$ cat src/rtl/line_serializer_pkg.sv
// Shared types and constants for the line serializer.
// Lines are held as packed arrays of elements, with element 0 transmitted first.
package line_serializer_pkg;

  localparam int DATA_W   = 8;
  localparam int LINE_LEN = 4;
  localparam int IDX_W    = 2;

  // Value driven on data_out (and held in empty line registers) when no element is valid.
  localparam logic [DATA_W-1:0] NONDATA = '0;

  // Index of the final element of a line; reaching it ends the line.
  localparam logic [IDX_W-1:0] LAST_IDX = IDX_W'(LINE_LEN - 1);

  typedef logic [DATA_W-1:0]  elem_t;
  typedef elem_t [LINE_LEN-1:0] line_t;

  typedef enum logic {
    ST_IDLE = 1'b0,
    ST_SEND = 1'b1
  } state_e;

  // Gather the four parallel inputs into one line, data1 landing in slot 0.
  function automatic line_t pack_line(input elem_t d1, input elem_t d2,
                                      input elem_t d3, input elem_t d4);
    line_t l;
    l[0] = d1;
    l[1] = d2;
    l[2] = d3;
    l[3] = d4;
    return l;
  endfunction

  // Contents of a line register that holds no line.
  function automatic line_t empty_line();
    return {LINE_LEN{NONDATA}};
  endfunction

endpackage

$ cat src/rtl/line_serializer_line_reg.sv
// One 4-element line holding register with a full flag.
// load_i captures din_i and sets full; clear_i drops full without touching the data.
// Reset empties the register and returns every element to NONDATA.
module line_serializer_line_reg
  import line_serializer_pkg::*;
(
  input  logic  clk,
  input  logic  rst_n,
  input  logic  load_i,
  input  logic  clear_i,
  input  line_t din_i,
  output line_t dout_o,
  output logic  full_o
);

  line_t data_q;
  logic  full_q;

  // Capture a line on load; load wins over clear when both are requested.
  // NOTE: the line storage is reset along with the flag so data_out reads NONDATA
  // straight out of reset instead of whatever the flops powered up with.
  always_ff @(posedge clk or negedge rst_n) begin
    if (!rst_n) begin
      data_q <= empty_line();
      full_q <= 1'b0;
    end else if (load_i) begin
      data_q <= din_i;
      full_q <= 1'b1;
    end else if (clear_i) begin
      full_q <= 1'b0;
    end
  end

  assign dout_o = data_q;
  assign full_o = full_q;

endmodule

$ cat src/rtl/line_serializer.sv
// line_serializer: takes a 4-element line in parallel and emits it one element per
// transfer on a valid/ready stream, data1 first, with last_out on the fourth element.
// Optional feature macro: LINE_SERIALIZER_PINGPONG_EN adds a shadow line register so a
// following line can be accepted while the current one drains, giving gap-free output.
// Without it, a new line is accepted only from IDLE (one idle cycle between lines).
module line_serializer
  import line_serializer_pkg::*;
(
  input  logic              clk,
  input  logic              rst,
  input  logic              line_valid,
  output logic              line_ready,
  input  logic [DATA_W-1:0] data1,
  input  logic [DATA_W-1:0] data2,
  input  logic [DATA_W-1:0] data3,
  input  logic [DATA_W-1:0] data4,
  output logic [DATA_W-1:0] data_out,
  output logic              valid_out,
  input  logic              out_ready,
  output logic              last_out,
  output logic              busy
);

  state_e          state_q, state_d;
  logic [IDX_W-1:0] idx_q, idx_d;

  line_t in_line;
  line_t main_din;
  line_t main_line;
  logic  main_load;
  logic  main_clear;
  logic  main_full;
  logic  shadow_full;

  logic  accept;
  logic  transfer;

  assign in_line = pack_line(data1, data2, data3, data4);

  // Main register: the line currently being serialized. It is full exactly while in SEND.
  line_serializer_line_reg u_main (
    .clk     (clk),
    .rst_n   (rst),
    .load_i  (main_load),
    .clear_i (main_clear),
    .din_i   (main_din),
    .dout_o  (main_line),
    .full_o  (main_full)
  );

`ifdef LINE_SERIALIZER_PINGPONG_EN
  logic  shadow_load;
  logic  shadow_clear;
  line_t shadow_line;

  // Shadow register: parks the next line until the main line's last element leaves.
  line_serializer_line_reg u_shadow (
    .clk     (clk),
    .rst_n   (rst),
    .load_i  (shadow_load),
    .clear_i (shadow_clear),
    .din_i   (in_line),
    .dout_o  (shadow_line),
    .full_o  (shadow_full)
  );

  assign line_ready = !shadow_full;
`else
  assign shadow_full = 1'b0;
  assign line_ready  = (state_q == ST_IDLE);
`endif

  assign accept   = line_valid & line_ready;
  // Transfer is derived from state rather than valid_out so the next-state logic below
  // does not read back one of its own outputs.
  assign transfer = (state_q == ST_SEND) & out_ready;

  assign busy = main_full | shadow_full;

  // State and element-index registers.
  always_ff @(posedge clk or negedge rst) begin
    if (!rst) begin
      state_q <= ST_IDLE;
      idx_q   <= '0;
    end else begin
      state_q <= state_d;
      idx_q   <= idx_d;
    end
  end

  // Next-state, register controls and stream outputs.
  // NOTE: every signal written here gets a default first, so no path leaves one
  // unassigned and no latch is inferred.
  always_comb begin
    state_d    = state_q;
    idx_d      = idx_q;
    main_load  = 1'b0;
    main_clear = 1'b0;
    main_din   = in_line;
`ifdef LINE_SERIALIZER_PINGPONG_EN
    shadow_load  = 1'b0;
    shadow_clear = 1'b0;
`endif
    valid_out  = 1'b0;
    last_out   = 1'b0;
    data_out   = NONDATA;

    unique case (state_q)
      ST_IDLE: begin
        if (accept) begin
          main_load = 1'b1;
          idx_d     = '0;
          state_d   = ST_SEND;
        end
      end

      ST_SEND: begin
        valid_out = 1'b1;
        data_out  = main_line[idx_q];
        last_out  = (idx_q == LAST_IDX);

        if (transfer) begin
          if (idx_q != LAST_IDX) begin
            idx_d = idx_q + 1'b1;
          end else begin
            idx_d = '0;
`ifdef LINE_SERIALIZER_PINGPONG_EN
            if (shadow_full) begin
              // Pending line moves up; stay in SEND so there is no bubble.
              main_din     = shadow_line;
              main_load    = 1'b1;
              shadow_clear = 1'b1;
            end else if (accept) begin
              // A line arriving on the very last transfer goes straight to main.
              main_load = 1'b1;
            end else begin
              main_clear = 1'b1;
              state_d    = ST_IDLE;
            end
`else
            main_clear = 1'b1;
            state_d    = ST_IDLE;
`endif
          end
        end

`ifdef LINE_SERIALIZER_PINGPONG_EN
        // Any other accept while sending is parked in the shadow register.
        if (accept && !main_load) begin
          shadow_load = 1'b1;
        end
`endif
      end

      default: begin
        state_d = ST_IDLE;
      end
    endcase
  end

endmodule

$ cat config.mk
export PLATFORM = sky130hd
export DESIGN_NAME = line_serializer
export DESIGN_NICKNAME = d
export VERILOG_FILES = /design/src/rtl/line_serializer_pkg.sv /design/src/rtl/line_serializer_line_reg.sv /design/src/rtl/line_serializer.sv
export SDC_FILE = /design/constraint.sdc
export NUM_CORES = 1
export LEC_CHECK = 0
export BUFFER_PORTS_ARGS = -buffer_cell sky130_fd_sc_hd__buf_4
export CAP_MARGIN = 0
export CORE_ASPECT_RATIO = 1.75
export CORE_UTILIZATION = 50
export DETAILED_ROUTE_END_ITERATION = 8
export PLACE_DENSITY = 0.76
export RECOVER_POWER = 100
export SYNTH_ARGS = -nofsm -noshare
export SYNTH_HDL_FRONTEND = slang
export SYNTH_SLANG_ARGS = --single-unit
$ cat constraint.sdc
create_clock -name clk -period 2.3 [get_ports clk]
set_input_delay 0.115 -clock clk [delete_from_list [all_inputs] [get_ports clk]]
set_output_delay 0.115 -clock clk [all_outputs]
set_load 0.02 [all_outputs]
==> metrics.cfg <==
[grt]
grt_max_degree = 37
antenna_found_initial = 0
grt-ovfl-total = 0
grt_pass1_vias = 1185
grt_use_total_pct = 19.8
grt_first_pass_wirelength_mm = 5.30

[die]
core_area_sq_um = 3400
dieWidth_um = 47.2
start_util_pct = 52.7
ios = 48
die-height_um = 81.1
dieArea_sq_um = 3830
rows = 28

[synthesis]
netlist_area_sq_um = 1790
ys_types = 22
syn_nets = 153
synth_ff_type = dfrtp_1
synthTopCellsByCount = dfrtp_1, mux2_4, mux2i_1
syn_avg_cell_area_sq_um = 15.4
syn_inst = 116
synthTopCellsByArea = dfrtp_1, mux2_4, mux2i_1
ys_async_sr_fraction_pct = 100
synth_top_area_cell = dfrtp_1
yosysWarnings = 0
synth_edf_count = 0
synth-seq-cells = 36
synth.most_common_cell = dfrtp_1
synth_top_area_share_pct = 50.3
synth_seq_area_share_pct = 50.3

[place]
place_ws_ps = 601
place_congestion = 0.731
port-buffer-count = 47
place_inst = 202
hpwl_mm = 2.43

[critical_path]
crit_chain = nor2b_2 -> buf_12 -> mux2_1
worst_ep_arrival_time_ps = 2010
critical_path_required_ps = 2460
max_stage_delay_ps = 630
path_class = flip-flop to flip-flop
critPathLaunch = state_q
worst_path_max_delay_cell = nor2b_2
cp-start-kind = flip-flop
crit_fanout = 20
reg2reg_from = state_q
end_kind = flip-flop

[final_layout]
multi_input_area_sq_um = 677
area_growth_pct = 18.0
final_nets = 202
fin_cells = 211
fin_util_pct = 62.1
drive_gt1_share_pct = 29.5
seq_area_sq_um = 901
fillerInstances = 306
diodes = 0

[routing]
met3_length_um = 151
wl_per_cell_um = 15.7
post_drt_via_cell_ratio = 5.20
drt_iter0_markers = 8
wl_met2_mm = 1.76
drtPass1Iterations = 4
drc = 0
vias = 1098
routed_wl_mm = 3.32
routed.top_layer = met4
ant_nets = 0
wl_met1_mm = 1.35

[clock_tree]
path_clk_slew_ps = 70
cts_sinks = 36
cts_max_path_buffers = 2
hold_buffers = 1
cts_tree = yes
cts_resized = 0
numCtsBuffers = 5
cts_setup_buffers = 0
clock_latency_ps = 280
htree_levels = 2
ctsRootBufferMaster = clkbuf_8

[timing]
min_period_over_period_pct = 80.3
clock_skew_ps = 3.31
worstMarginPinSlew_ps = 884
setup_violations = 0
hold_viol = 0
fin_ws_ps = 453
clock.fmax_mhz = 541
final.setup.tns_ps = 0
slew_violations = 0
rsz0062_at_grt = false
slew_headroom_pct = 41.1
hold_ws_ps = 41.4
fin_crit_ps = 1850

[pwr]
pwr-share-comb_pct = 41.9
internal_power_w = 0.00190
p_leak_nw = 0.974
swShare_pct = 36.6
vdd_drop_max_v = 0.000759
p_seq_share_pct = 38.3
clock_power_share_pct = 19.8
power.switching_w = 0.00110
powerDensity_nw_per_um2 = 1420

[hold_path]
hold_start = data3[0]
hold_class = input pin to flip-flop

[job]
cap_violations = 0

[outcome]
status = finished, final reports clean

[path summary, 6_finish.rpt]
kind,end,depth (start not counted),slack (ps)
worst max-delay path,u_main.dout_o[23],3,450
worst min-delay path,u_main.dout_o[16],2,40
worst max register to register,u_main.dout_o[23],3,450
worst min register to register,u_main.dout_o[14],1,480
max in group asynchronous,u_main.dout_o[15],2,1260
min in group asynchronous,u_main.dout_o[19],2,480
[metrics by stage]
step                power [W]  cell area [sq um]
CTS                   0.00345               2260
global placement      0.00275               2130
detailed placement    0.00283               2130
finish                0.00300               2110
floorplan             0.00237               1790
global route          0.00320               2110
[routing by layer]
metal,GRT usage (%),up-vias
met5,0,-
met4,8.00,0
met3,5.56,5
met2,31.4,35
met1,24.8,543
li1,-,515
[registers in the layout (all words and copies together) (netlist names)]
signal and flops:
u_main.dout_o 32, idx_q 2, state_q 1, u_main.full_o 1
[placed cells by master (no fill, tap or decap), drive strengths merged]
cell          n
o22ai         8
clkbuf       20
nand2b        1
buf          36
inv           2
nand2         1
dfrtp        36
nand3         1
ha            1
o22a          1
mux2i        16
mux2         33
a31oi         1
nor2          1
bufinv        1
nor2b         1
a21oi         2
o21ai         1
a21boi        1
dlygate4sd3   1
and2          1
[worst max-delay path, delay by kind of cell, from the launching register on]
kind	cells	cell delay, ps
flip-flops	1	490
buffers and inverters	1	250
multiplexers	1	340
AND/OR/NAND/NOR	1	630
[power by group through the flow]
stage / clock, W / combinational, W / sequential (W)
after floorplan: 0 / 0.00125 / 0.00111
after global placement: 0 / 0.00160 / 0.00115
after detailed placement: 0 / 0.00166 / 0.00117
after CTS: 0.000620 / 0.00166 / 0.00117
after global routing: 0.000642 / 0.00137 / 0.00119
final: 0.000594 / 0.00126 / 0.00115
[cells by family after synthesis]
| logic type | Yosys count | synth area share (%) |
|---|---|---|
| fa+ha+maj | 1 | 0.699 |
| mux | 49 | 36.0 |
| flops | 36 | 50.3 |
| simple gates | 6 | 1.89 |
| compound gates | 14 | 4.90 |
| buf+inv | 10 | 6.15 |
[layout make-up]
type | instances | share of cell area (%)
repair buffers | 50 | 16.2
well taps | 45 | 2.67
flip-flops and latches | 36 | 42.7
clock buffers | 7 | 4.56
clock inverters | 1 | 1.42
multi-input cells | 70 | 32.1
inverters | 2 | 0.356
Note: power is estimated with default switching activity, not from simulation.
